[config.mk]
export PLATFORM = sky130hd
export DESIGN_NAME = dfm_spi_master
export DESIGN_NICKNAME = d
export VERILOG_FILES = /design/src/rtl/dfm_spi_pkg.sv /design/src/rtl/dfm_spi_clkgen.sv /design/src/rtl/dfm_spi_master.sv
export SDC_FILE = /design/constraint.sdc
export NUM_CORES = 1
export LEC_CHECK = 0
export ABC_AREA = 0
export ABC_CLOCK_PERIOD_IN_PS = 2000
export CAP_MARGIN = 20
export CORE_ASPECT_RATIO = 0.5
export CORE_MARGIN = 2
export CORE_UTILIZATION = 51
export DETAILED_ROUTE_END_ITERATION = 10
export PLACE_DENSITY = 0.88
export SLEW_MARGIN = 25
export SYNTH_ARGS = -nofsm -noshare
export SYNTH_HDL_FRONTEND = slang
export SYNTH_HIERARCHICAL = 1
export SYNTH_SLANG_ARGS = --single-unit
[constraint.sdc]
create_clock -name clk_i -period 2 [get_ports clk_i]
set_input_delay 0.4 -clock clk_i [delete_from_list [all_inputs] [get_ports clk_i]]
set_output_delay 0.4 -clock clk_i [all_outputs]
set_load 0.01 [all_outputs]
[src/rtl/dfm_spi_pkg.sv]
// Shared types and constants for the host-side SPI link to the frequency meter.
// Command codes match the meter-side control path.
package dfm_spi_pkg;

  typedef enum logic [2:0] {
    IDLE = 3'd0,
    CMD  = 3'd1,
    LOAD = 3'd2,
    DATA = 3'd3,
    HOLD = 3'd4,
    GAP  = 3'd5
  } spi_state_t;

  localparam logic DC_CMD  = 1'b0;
  localparam logic DC_DATA = 1'b1;

  localparam int SPI_BYTE_BITS = 8;

  localparam logic [7:0] DFM_CMD_NOP         = 8'h00;
  localparam logic [7:0] DFM_CMD_START       = 8'h01;
  localparam logic [7:0] DFM_CMD_STATUS      = 8'h02;
  localparam logic [7:0] DFM_CMD_READ_RESULT = 8'h10;

  // States during which the chip select is held asserted.
  function automatic logic cs_active(input spi_state_t s);
    return (s == CMD) || (s == LOAD) || (s == DATA) || (s == HOLD);
  endfunction

endpackage

[src/rtl/dfm_spi_clkgen.sv]
// Serial clock generator: counts CLK_DIV cycles per half period and toggles sclk.
// phase_end marks the last cycle of the current half period.
module dfm_spi_clkgen #(
  parameter int CLK_DIV = 4
) (
  input  logic clk,
  input  logic rst,
  input  logic en,
  input  logic clr,
  output logic phase_end,
  output logic sclk
);

  localparam int CW = (CLK_DIV > 1) ? $clog2(CLK_DIV) : 1;
  localparam logic [CW-1:0] LAST = CW'(CLK_DIV - 1);

  logic [CW-1:0] cnt;

  assign phase_end = en && (cnt == LAST);

  always_ff @(posedge clk) begin
    if (rst || clr) begin
      cnt  <= '0;
      sclk <= 1'b0;
    end else if (en) begin
      if (cnt == LAST) begin
        cnt  <= '0;
        sclk <= ~sclk;
      end else begin
        cnt <= cnt + 1'b1;
      end
    end
  end

endmodule

[src/rtl/dfm_spi_master.sv]
// SPI master, mode 0, MSB first: one command byte (dc=0) then len_i full-duplex data bytes (dc=1).
// Handshakes: a transfer is taken when valid and ready are both high at a clock edge; ready never waits on valid.
module dfm_spi_master
  import dfm_spi_pkg::*;
#(
  parameter int CLK_DIV   = 4,
  parameter int LEN_WIDTH = 4
) (
  input  logic                 clk_i,
  input  logic                 rst_i,
  input  logic                 cmd_vld_i,
  output logic                 cmd_rdy_o,
  input  logic [7:0]           cmd_byte_i,
  input  logic [LEN_WIDTH-1:0] len_i,
  input  logic                 tx_vld_i,
  output logic                 tx_rdy_o,
  input  logic [7:0]           tx_data_i,
  output logic                 rx_vld_o,
  output logic [7:0]           rx_data_o,
  output logic                 busy_o,
  output logic                 spi_sclk_o,
  output logic                 spi_mosi_o,
  output logic                 spi_cs_n_o,
  input  logic                 spi_miso_i,
  output logic                 dc_o,
  output spi_state_t           state_o
);

  localparam int CW = (CLK_DIV > 1) ? $clog2(CLK_DIV) : 1;
  localparam logic [CW-1:0] WAIT_LAST = CW'(CLK_DIV - 1);
  localparam logic [2:0] LAST_BIT = 3'(SPI_BYTE_BITS - 1);

  spi_state_t state, state_next;

  logic [LEN_WIDTH-1:0] rem;
  logic [2:0]           bit_cnt;
  logic [7:0]           tx_sh;
  logic [7:0]           rx_sh;
  logic [CW-1:0]        wait_cnt;
  logic                 phase_end;
  logic                 sclk;
  logic                 clk_en;
  logic                 bit_end;
  logic                 byte_end;
  logic                 accept;
  logic                 tx_hs;
  logic                 wait_last;

  assign clk_en    = (state == CMD) || (state == DATA);
  assign bit_end   = phase_end && sclk;
  assign byte_end  = bit_end && (bit_cnt == LAST_BIT);
  assign accept    = (state == IDLE) && cmd_vld_i;
  assign tx_hs     = (state == LOAD) && tx_vld_i;
  assign wait_last = (wait_cnt == WAIT_LAST);

  dfm_spi_clkgen #(.CLK_DIV(CLK_DIV)) u_clkgen (
    .clk       (clk_i),
    .rst       (rst_i),
    .en        (clk_en),
    .clr       (~clk_en),
    .phase_end (phase_end),
    .sclk      (sclk)
  );

  assign spi_sclk_o = sclk;
  assign spi_mosi_o = tx_sh[7];
  assign state_o    = state;

  always_comb begin
    state_next = state;
    case (state)
      IDLE:      if (cmd_vld_i) state_next = CMD;
      CMD, DATA: if (byte_end) state_next = (rem == '0) ? HOLD : LOAD;
      LOAD:      if (tx_vld_i) state_next = DATA;
      HOLD:      if (wait_last) state_next = GAP;
      GAP:       if (wait_last) state_next = IDLE;
      default:   state_next = IDLE;
    endcase
  end

  // Outputs are registered from the next state so they line up with the state register.
  always_ff @(posedge clk_i) begin
    if (rst_i) begin
      state      <= IDLE;
      rem        <= '0;
      bit_cnt    <= '0;
      tx_sh      <= '0;
      rx_sh      <= '0;
      wait_cnt   <= '0;
      spi_cs_n_o <= 1'b1;
      dc_o       <= DC_CMD;
      cmd_rdy_o  <= 1'b1;
      busy_o     <= 1'b0;
      tx_rdy_o   <= 1'b0;
      rx_vld_o   <= 1'b0;
      rx_data_o  <= '0;
    end else begin
      state      <= state_next;
      spi_cs_n_o <= ~cs_active(state_next);
      cmd_rdy_o  <= (state_next == IDLE);
      busy_o     <= (state_next != IDLE);
      tx_rdy_o   <= (state_next == LOAD);
      rx_vld_o   <= 1'b0;

      if (state_next != state) wait_cnt <= '0;
      else if ((state == HOLD) || (state == GAP)) wait_cnt <= wait_cnt + 1'b1;

      if (accept) begin
        tx_sh   <= cmd_byte_i;
        rem     <= len_i;
        dc_o    <= DC_CMD;
        bit_cnt <= '0;
      end

      if (tx_hs) begin
        tx_sh   <= tx_data_i;
        rem     <= rem - 1'b1;
        dc_o    <= DC_DATA;
        bit_cnt <= '0;
      end

      // End of a high phase: sample miso and advance mosi to the next bit.
      if (bit_end) begin
        tx_sh   <= {tx_sh[6:0], 1'b0};
        rx_sh   <= {rx_sh[6:0], spi_miso_i};
        bit_cnt <= bit_cnt + 1'b1;
        if (byte_end && (state == DATA)) begin
          rx_vld_o  <= 1'b1;
          rx_data_o <= {rx_sh[6:0], spi_miso_i};
        end
      end
    end
  end

endmodule
# After elaboration in Yosys (flattened, before gate mapping)
# Cells that the tools add are included.
totals:
  reg_bits: 44
  elab_cells: 80
  output_inout_bits: 19
op_classes:
  addsub: 4
  n_eq_ne: 13
  bitwise: 4
  n_mux: 19
  reduce_logical: 24
ops:
  columns: ["operator", "count"]
  rows:
  - ["$mux W3", 9]
  - ["$mux W8", 3]
  - ["$pmux W3 S5", 1]
  - ["$eq A3 B2 Y1 const B", 4]
  - ["$eq A3 B3 Y1 const B", 4]
  - ["$mux W4", 2]
  - ["$reduce_or A2 Y1", 4]
  - ["$eq A3 B1 Y1 const B", 2]
  - ["$logic_and A1 B1 Y1", 6]
  - ["$logic_not A3 Y1", 2]
  - ["$logic_or A1 B1 Y1", 6]
  - ["$reduce_bool A3 Y1", 2]
  - ["$add A2 B1 Y2 const B", 2]
  - ["$eq A2 B2 Y1 const B", 2]
  - ["$logic_not A4 Y1", 1]
  - ["$not A1 Y1", 4]
  - ["$reduce_and A2 Y1", 2]
  - ["$sub A4 B1 Y4 const B", 1]
  - ["$add A3 B1 Y3 const B", 1]
  - ["$mux W1", 3]
  - ["$ne A3 B3 Y1", 1]
  - ["$mux W2", 1]
  - ["$reduce_bool A2 Y1", 1]

# Logic depth before layout (Yosys ltp)
depth:
  ltp_word: 12
  mapped_depth: 8
  ltp_nobuf: 5

# Cells and area by module
# The synthesis kept the hierarchy.
by_module_without_submodules:
  columns: ["mod", "cells_each", "instances", "area_each_um2"]
  rows:
  - ["dfm_spi_master", 225, 1, 2054.5]
  - ["dfm_spi_clkgen", 13, 1, 146.4]

# Least setup slack after synthesis
# Ideal clock, no wire load.
synth_timing:
  kind: "flip-flop to flip-flop"
  start: "reg state[2], in the netlist state_o[2]"
  end: "reg rx_data_o[0]"
  slack_ps: 189
  path_stages_with_launch: 8
  synth_period_minus_slack_ps: 1811
  required_time_ps: 1928
  arrival_ps: 1740
  cell_sequence: "dfxtp_1 buf_4 and2b_1 and2_1 and3_1 and3_1 buf_2 mux2i_1"
synth_between:
  elab_chain_len: 7
  word_cells_on_any_way: 8
  classes_between: "eq/ne: 2; reduce/logical: 6"
synth_lines:
  columns: ["element", "line", "source"]
  rows:
  - ["start: declaration", "dfm_spi_master.sv:33", "spi_state_t state, state_next;"]
  - ["start signal: assignment", "dfm_spi_master.sv:98", "state <= state_next;"]
  - ["$eq A3 B1 Y1 / $eq A3 B2 Y1 (equally long branches)", "dfm_spi_master.sv:49", "assign clk_en = (state == CMD) || (state == DATA);"]
  - ["$logic_or A1 B1 Y1 (*)", "dfm_spi_master.sv:49", null]
  - ["via clk_en", "dfm_spi_master.sv:42", "logic clk_en;"]
  - ["$logic_and A1 B1 Y1 (*)", "dfm_spi_clkgen.sv:19", "assign phase_end = en && (cnt == LAST);"]
  - ["via phase_end", "dfm_spi_master.sv:40", "logic phase_end;"]
  - ["$logic_and A1 B1 Y1 (*)", "dfm_spi_master.sv:50", "assign bit_end = phase_end && sclk;"]
  - ["$logic_and A1 B1 Y1", "dfm_spi_master.sv:51", "assign byte_end = bit_end && (bit_cnt == LAST_BIT);"]
  - ["$logic_and A1 B1 Y1", "dfm_spi_master.sv:127", "if (byte_end && (state == DATA)) begin"]
  - ["$reduce_and A2 Y1 (no source line) (*)", null, null]
  - ["end signal: assignment", "dfm_spi_master.sv:129", "rx_data_o <= {rx_sh[6:0], spi_miso_i};"]
  - ["end: declaration", "dfm_spi_master.sv:19", "output logic [7:0] rx_data_o,"]
# The timed path passes the listed nets; every way through them passes the cells marked *.
# A chain may end at the register's enable or synchronous reset.

# Final worst setup path
layout_timing:
  start: "reg state[1], in the netlist state_o[1]"
  end: "out state_o[1]"
layout_rtl:
  columns: ["element", "line", "source"]
  rows:
  - ["end: declaration", "dfm_spi_master.sv:26", "output spi_state_t state_o"]
# No word-level cell between the ends.

==> run_summary.xml <==
<?xml version="1.0" encoding="UTF-8"?>
<metrics>
  <group name="grt">
    <metric name="antenna_found_initial" unit="">0</metric>
    <metric name="grt_max_degree" unit="">24</metric>
    <metric name="globalRoute.totalOverflow" unit="">0</metric>
    <metric name="gr-usage-all-layers" unit="%">21.2</metric>
    <metric name="wire_length_of_the_first_global_routing_pass" unit="um">8310</metric>
    <metric name="first_global_vias" unit="">1805</metric>
  </group>
  <group name="synth">
    <metric name="number_of_enable_flip_flop_cells_after_synthesis" unit="">0</metric>
    <metric name="syn_area_per_cell" unit="um2">9.25</metric>
    <metric name="netlist.area_leader.share" unit="%">40.0</metric>
    <metric name="syn-cell-area" unit="mm2">0.00220</metric>
    <metric name="dominantRegCellSynth" unit="">dfxtp_1</metric>
    <metric name="post_synth_main_area_contributors" unit="">dfxtp_1 (40%), nand2b_1 (6.3%), mux2i_1 (5.9%), a21oi_1 (4.1%), nand2_1 (3.6%)</metric>
    <metric name="synth.yosys.warnings" unit="">6</metric>
    <metric name="synth.distinct_cells" unit="">54</metric>
    <metric name="postSynthCellCount" unit="">238</metric>
    <metric name="async_reset_ff_share" unit="%">0</metric>
    <metric name="synth_seq_cells" unit="">44</metric>
    <metric name="sequential_cell_area_fraction_in_the_yosys_report" unit="%">40.0</metric>
    <metric name="synthDominantAreaCellType" unit="">dfxtp_1</metric>
    <metric name="synth_nets" unit="">268</metric>
  </group>
  <group name="setup_path">
    <metric name="setup.worst_path.class" unit="">flip-flop to output pin</metric>
    <metric name="cp-end-kind" unit="">output pin</metric>
    <metric name="regToRegStartpoint" unit="">u_clkgen/cnt[0]</metric>
    <metric name="top_family_by_delay_on_critical_path" unit="">buffers and inverters</metric>
    <metric name="timing.critical_path.buf_inv" unit="">1</metric>
    <metric name="crit_slowest_cell" unit="">clkdlybuf4s50_1</metric>
    <metric name="crit_path_start_kind" unit="">flip-flop</metric>
    <metric name="cp_slowest_stage_delay" unit="ns">0.62</metric>
    <metric name="crit_path_cell_trace" unit="">clkdlybuf4s50_1</metric>
    <metric name="critical_path_arrival" unit="ns">1.48</metric>
    <metric name="cp.depth" unit="">1</metric>
    <metric name="cp_data_required_time" unit="ns">1.60</metric>
    <metric name="crit_start" unit="">state_o[1]</metric>
    <metric name="worstPathMaxFanout" unit="">8</metric>
    <metric name="rr_worst_depth" unit="">5</metric>
  </group>
  <group name="routing">
    <metric name="route.detailed.wl_per_inst" unit="um">15.2</metric>
    <metric name="drt-initial-drc-count" unit="">138</metric>
    <metric name="route.antenna.remaining_nets" unit="">0</metric>
    <metric name="drt-vias-per-instance" unit="">5.75</metric>
    <metric name="drt_pass1_iterations" unit="">4</metric>
    <metric name="drt-total-wl" unit="um">5110</metric>
    <metric name="num_vias" unit="">1931</metric>
    <metric name="drc" unit="">0</metric>
  </group>
  <group name="cells_and_area">
    <metric name="drive_above_1_share" unit="%">9.22</metric>
    <metric name="post-route-cell-area" unit="mm2">0.00282</metric>
    <metric name="layout.nets" unit="">313</metric>
    <metric name="most_frequent_cells_in_the_layout" unit="">dfxtp_1 (44), clkdlybuf4s50_1 (43), nand2b_1 (22), nand2_1 (21), a21oi_1 (18)</metric>
    <metric name="fillerInstances" unit="">322</metric>
    <metric name="n_antenna_cell" unit="">0</metric>
    <metric name="layout.cells.most_common" unit="">dfxtp_1</metric>
    <metric name="synthToLayoutAreaGrowth" unit="%">27.9</metric>
  </group>
  <group name="placement">
    <metric name="port-buffer-count" unit="">43</metric>
    <metric name="final_weighted_congestion_of_routability_driven_global_placement" unit="">0.853</metric>
    <metric name="detail_placement_hpwl" unit="um">3510</metric>
    <metric name="area_after_dpl" unit="mm2">0.00272</metric>
  </group>
  <group name="hold_path">
    <metric name="hold-path-cell-count" unit="">2</metric>
    <metric name="timing.hold.worst.class" unit="">flip-flop to flip-flop</metric>
    <metric name="timing.hold.worst.start" unit="">rx_sh[6]</metric>
  </group>
  <group name="clock_network">
    <metric name="clock_tree.root_cell" unit="">clkbuf_8</metric>
    <metric name="clkSinkCount" unit="">44</metric>
    <metric name="tritoncts.num_buffers" unit="">5</metric>
    <metric name="tritoncts" unit="">built</metric>
    <metric name="post_cts_buffers" unit="">0</metric>
    <metric name="clock_path_buffers" unit="">2</metric>
    <metric name="cts.htree.levels" unit="">2</metric>
    <metric name="cts.clk_slew.worst_paths" unit="ns">0.08</metric>
    <metric name="cts.repair.resized" unit="">0</metric>
    <metric name="cts_hold_buf" unit="">0</metric>
    <metric name="clkLatencyLatePin" unit="ns">0.30</metric>
  </group>
  <group name="job">
    <metric name="drv_cap" unit="">0</metric>
  </group>
  <group name="floorplanning">
    <metric name="floorplan.die_area" unit="mm2">0.00489</metric>
    <metric name="pin_count" unit="">44</metric>
    <metric name="chipHeight" unit="um">50.5</metric>
    <metric name="die_w" unit="um">96.9</metric>
    <metric name="initial_utilization" unit="%">54.7</metric>
    <metric name="floorplan.core_area" unit="mm2">0.00402</metric>
    <metric name="placementRows" unit="">16</metric>
  </group>
  <group name="power">
    <metric name="cellLeakagePower" unit="nW">1.03</metric>
    <metric name="seqPwrFrac" unit="%">51.0</metric>
    <metric name="share_comb_of_total_power" unit="%">12.7</metric>
    <metric name="clockPowerShare" unit="%">36.3</metric>
    <metric name="cellPowerDensity" unit="mW/mm2">635</metric>
    <metric name="switching_share" unit="%">22.8</metric>
    <metric name="vdd.ir_drop.worst" unit="uV">427</metric>
    <metric name="power.internal" unit="mW">1.38</metric>
    <metric name="p_sw" unit="mW">0.407</metric>
  </group>
  <group name="timing">
    <metric name="rsz0062_at_grt" unit="">no</metric>
    <metric name="final_count_of_hold_timing_violations" unit="">0</metric>
    <metric name="max-slew-margin-rel" unit="%">55.9</metric>
    <metric name="finalSetupTns" unit="ns">0</metric>
    <metric name="report.final.setup_viol" unit="">0</metric>
    <metric name="min_period_over_period" unit="%">94.2</metric>
    <metric name="period_minus_slack" unit="ns">1.88</metric>
    <metric name="worst_clock_skew_on_the_final_layout" unit="ns">0.00979</metric>
    <metric name="maxSlewViolCount" unit="">0</metric>
    <metric name="worstMarginPinSlew" unit="ns">0.659</metric>
    <metric name="max_freq" unit="MHz">531</metric>
  </group>
  <group name="status">
    <metric name="status" unit="">finished, final reports clean</metric>
  </group>
</metrics>
[state kept, by name (all words and copies together), names as in the netlist]
register,cells
rx_data_o,8
tx_sh,8
rx_sh,7
rem,4
bit_cnt,3
state_o,3
u_clkgen/cnt,2
wait_cnt,2
busy_o,1
cmd_rdy_o,1
dc_o,1
rx_vld_o,1
spi_cs_n_o,1
tx_rdy_o,1
u_clkgen/sclk,1
[layer usage]
layer  GRT usage, %  routed length (um)
met5              0                   0
met4           9.15                  80
met3           5.29                 245
met2           36.7                2540
met1           25.7                2250
[cells by family after synthesis]
group | share of synthesized area [%]
multiplexers | 7.22
AND/OR/NAND/NOR | 23.8
XOR/XNOR | 0.796
flip-flops | 40.0
AO/OA/AOI/OAI | 20.6
adder cells (fa/ha/maj) | 2.84
buffers and inverters | 4.72
[worst paths after layout]
kind	to	slack, ns
max	state_o[1]	0.12
min	rx_sh[6]	0.46
max reg2reg	tx_sh[4]	0.28
min reg2reg	rx_sh[6]	0.46
[stage by stage]
step           instances  power [mW]  hold slack (ns)  util (%)  setup slack, ns
3_5_place_dp         330        1.16            0.450      67.5            0.119
6_report             336        1.79            0.462      70.0            0.115
3_3_place_gp         330        1.15            0.445      67.5            0.186
4_1_cts              336        1.79            0.461      70.0            0.124
5_1_grt              336        1.85            0.500      70.0           0.0630
2_1_floorplan        238        1.05            0.437         -            0.189
[synthesized netlist by cell type (all sizes together), types with 3 or more instances]
| cell type | instances |
|---|---|
| nand2b | 22 |
| dfxtp | 44 |
| or3 | 3 |
| inv | 5 |
| nor2 | 7 |
| o211ai | 4 |
| and3 | 9 |
| o2111ai | 7 |
| o311ai | 3 |
| nand3b | 7 |
| a21boi | 8 |
| o221ai | 3 |
| nor2b | 3 |
| nand2 | 21 |
| buf | 8 |
| o21ai | 3 |
| a211oi | 3 |
| clkbuf | 9 |
| a21oi | 18 |
| mux2i | 14 |
| nor4 | 3 |
| ha | 5 |
[cell type report]
type	instances	area (um2)	area share, %
Multi-Input combinational cell	172	1220	43.2
Clock buffer	5	68.8	2.44
Timing Repair Buffer	55	533	18.9
Clock inverter	1	30.0	1.07
Sequential cell	44	881	31.3
Tap cell	54	67.6	2.40
Inverter	5	18.8	0.667
[power by group through the flow]
stage	sequential [mW]	combinational (mW)	clock [mW]
floorplan	0.933	0.116	0
global placement	0.930	0.216	0
detailed placement	0.932	0.224	0
CTS	0.911	0.226	0.654
global route	0.914	0.244	0.696
finish	0.911	0.227	0.648
[worst min-delay path, cell delays in order, from the launching register on]
cell and delay (ns):
dfxtp_1 0.32, nand2_1 0.05, a21oi_1 0.05
No activity file was read; power rests on OpenSTA's default activity.
==> variant: new RTL, same settings <==
Reset style: asynchronous (`rst_i`), changed in one clocked block.
--- a/src/rtl/dfm_spi_master.sv
+++ b/src/rtl/dfm_spi_master.sv
@@ -79,7 +79,7 @@
   end
 
   // Outputs are registered from the next state so they line up with the state register.
-  always_ff @(posedge clk_i) begin
+  always_ff @(posedge clk_i or posedge rst_i) begin
     if (rst_i) begin
       state      <= IDLE;
       rem        <= '0;
Behaviour: differs if rst_i is asserted again (counterexample within 4 cycles, from zero or initial values and one cycle with rst_i high); with rst_i held inactive, the same outputs for 10 cycles.
==> variant against the unedited design <==
Final area increased by 2.6%; worst setup slack got worse by 0.042 ns; wire length up 4.9%; sequential cell count did not move; synthesized area is 1.5% higher; critical endpoint is now rx_data_o[6].
Power is not compared: it rests on default switching activity, and its combinational part moved more than twofold at a synthesized area within 25%.
==> variant: results <==
export IMPL_worst_clock_skew_ns=0.007474
export IMPL_period_minus_slack_ns=1.927
export IMPL_grtUsageTotal_pct=23.31
export IMPL_cpPeakStageDelay_ns=0.38
export IMPL_critPathTopFamily="simple AND/OR/NAND/NOR gates"
export IMPL_gp_congestion=0.8407
export IMPL_fin_nets=283
export IMPL_drt_iter0_markers=76
export IMPL_pre_cts_ws_ns=0.05772
export IMPL_reg2reg_depth=6
export IMPL_crit_start="u_clkgen/cnt[0]"
export IMPL_synthDistinctLibCells=52
export IMPL_async_flop_share_pct=93.18
export IMPL_dp_cells=298
export IMPL_fillers=293
export IMPL_num_vias=1807
export IMPL_ys_flop_type="dfrtp_1"
export IMPL_endpoint="rx_data_o[6]"
export IMPL_ys_seq_area_share_pct=48.71
export IMPL_wl_per_cell_um=17.45
export IMPL_min_to="rx_sh[5]"
export IMPL_outcome="completed"
export IMPL_rrSetupSlack_ns=0.07
export IMPL_placed_cell_area_um2=2765
export IMPL_dp_hpwl_um=3686
export IMPL_crit_fanout=9
export IMPL_timing_hold_ws_ns=0.4985
export IMPL_grt_pass1_wl_um=8928
export IMPL_synth_area_leaders="dfrtp_1 (44%), nand2_1 (4.4%), mux2_2 (4.0%), o21ai_0 (3.1%), o311a_1 (3.1%)"
export IMPL_cp_arrival_ns=2.11
-- variant: cell count changes in the layout (fill, tap and decap cells not counted), moves of 8 or more --
cell	change
dfrtp_1	+38
and3_1	-8
o21ai_0	+12
mux2_2	+8
a21boi_0	-8
dfxtp_1	-41
nand2b_1	-14
a21oi_1	-15
-- variant: what timing repair did --
item                       CTS  global route
setup endpoints to repair    0            13
setup buffers                0             2
gates resized for setup      0             3
-- variant: layer usage --
| metal | wire length, µm | up-vias | share of wire, % | GRT usage (%) |
|---|---|---|---|---|
| met5 | 0 | - | 0 | 0 |
| met4 | 85 | 0 | 1.6 | 8.565 |
| met3 | 283 | 11 | 5.3 | 5.432 |
| met2 | 2623 | 56 | 49 | 38.85 |
| met1 | 2365 | 914 | 44 | 30.28 |
| li1 | - | 826 | - | - |
-- variant: cells by family (layout without fill, tap and decap cells) --
logic type,after synthesis,count (layout),synth area share (%)
buffers and inverters,20,71,4.255
DFF,44,44,48.71
xor gates and xnor gates,1,1,0.3920
muxes,15,15,7.727
and+or+nand+nor,77,77,22.06
adders and majority gates,5,5,2.800
AOI/OAI and AO/OA,40,40,14.05
-- variant: layout make-up --
| cell class | instances | area (µm²) | area share [%] |
|---|---|---|---|
| Timing Repair Buffer | 57 | 539.3 | 18.67 |
| Inverter | 7 | 26.28 | 0.9099 |
| Clock buffer | 7 | 96.34 | 3.336 |
| Sequential cell | 44 | 1090 | 37.74 |
| Tap cell | 54 | 67.56 | 2.340 |
| Multi-Input combinational cell | 138 | 1069 | 37.00 |
-- variant: worst min-delay path, stage by stage (launching register included) --
cell	delay, ns
dfrtp_1	0.37
nand2_1	0.06
nand2_1	0.05
-- variant: where the power goes --
group	total, mW	switching [mW]	internal [mW]
sequential	1.26	0.158	1.10
combinational	0.708	0.311	0.397
clock	0.610	0.302	0.308
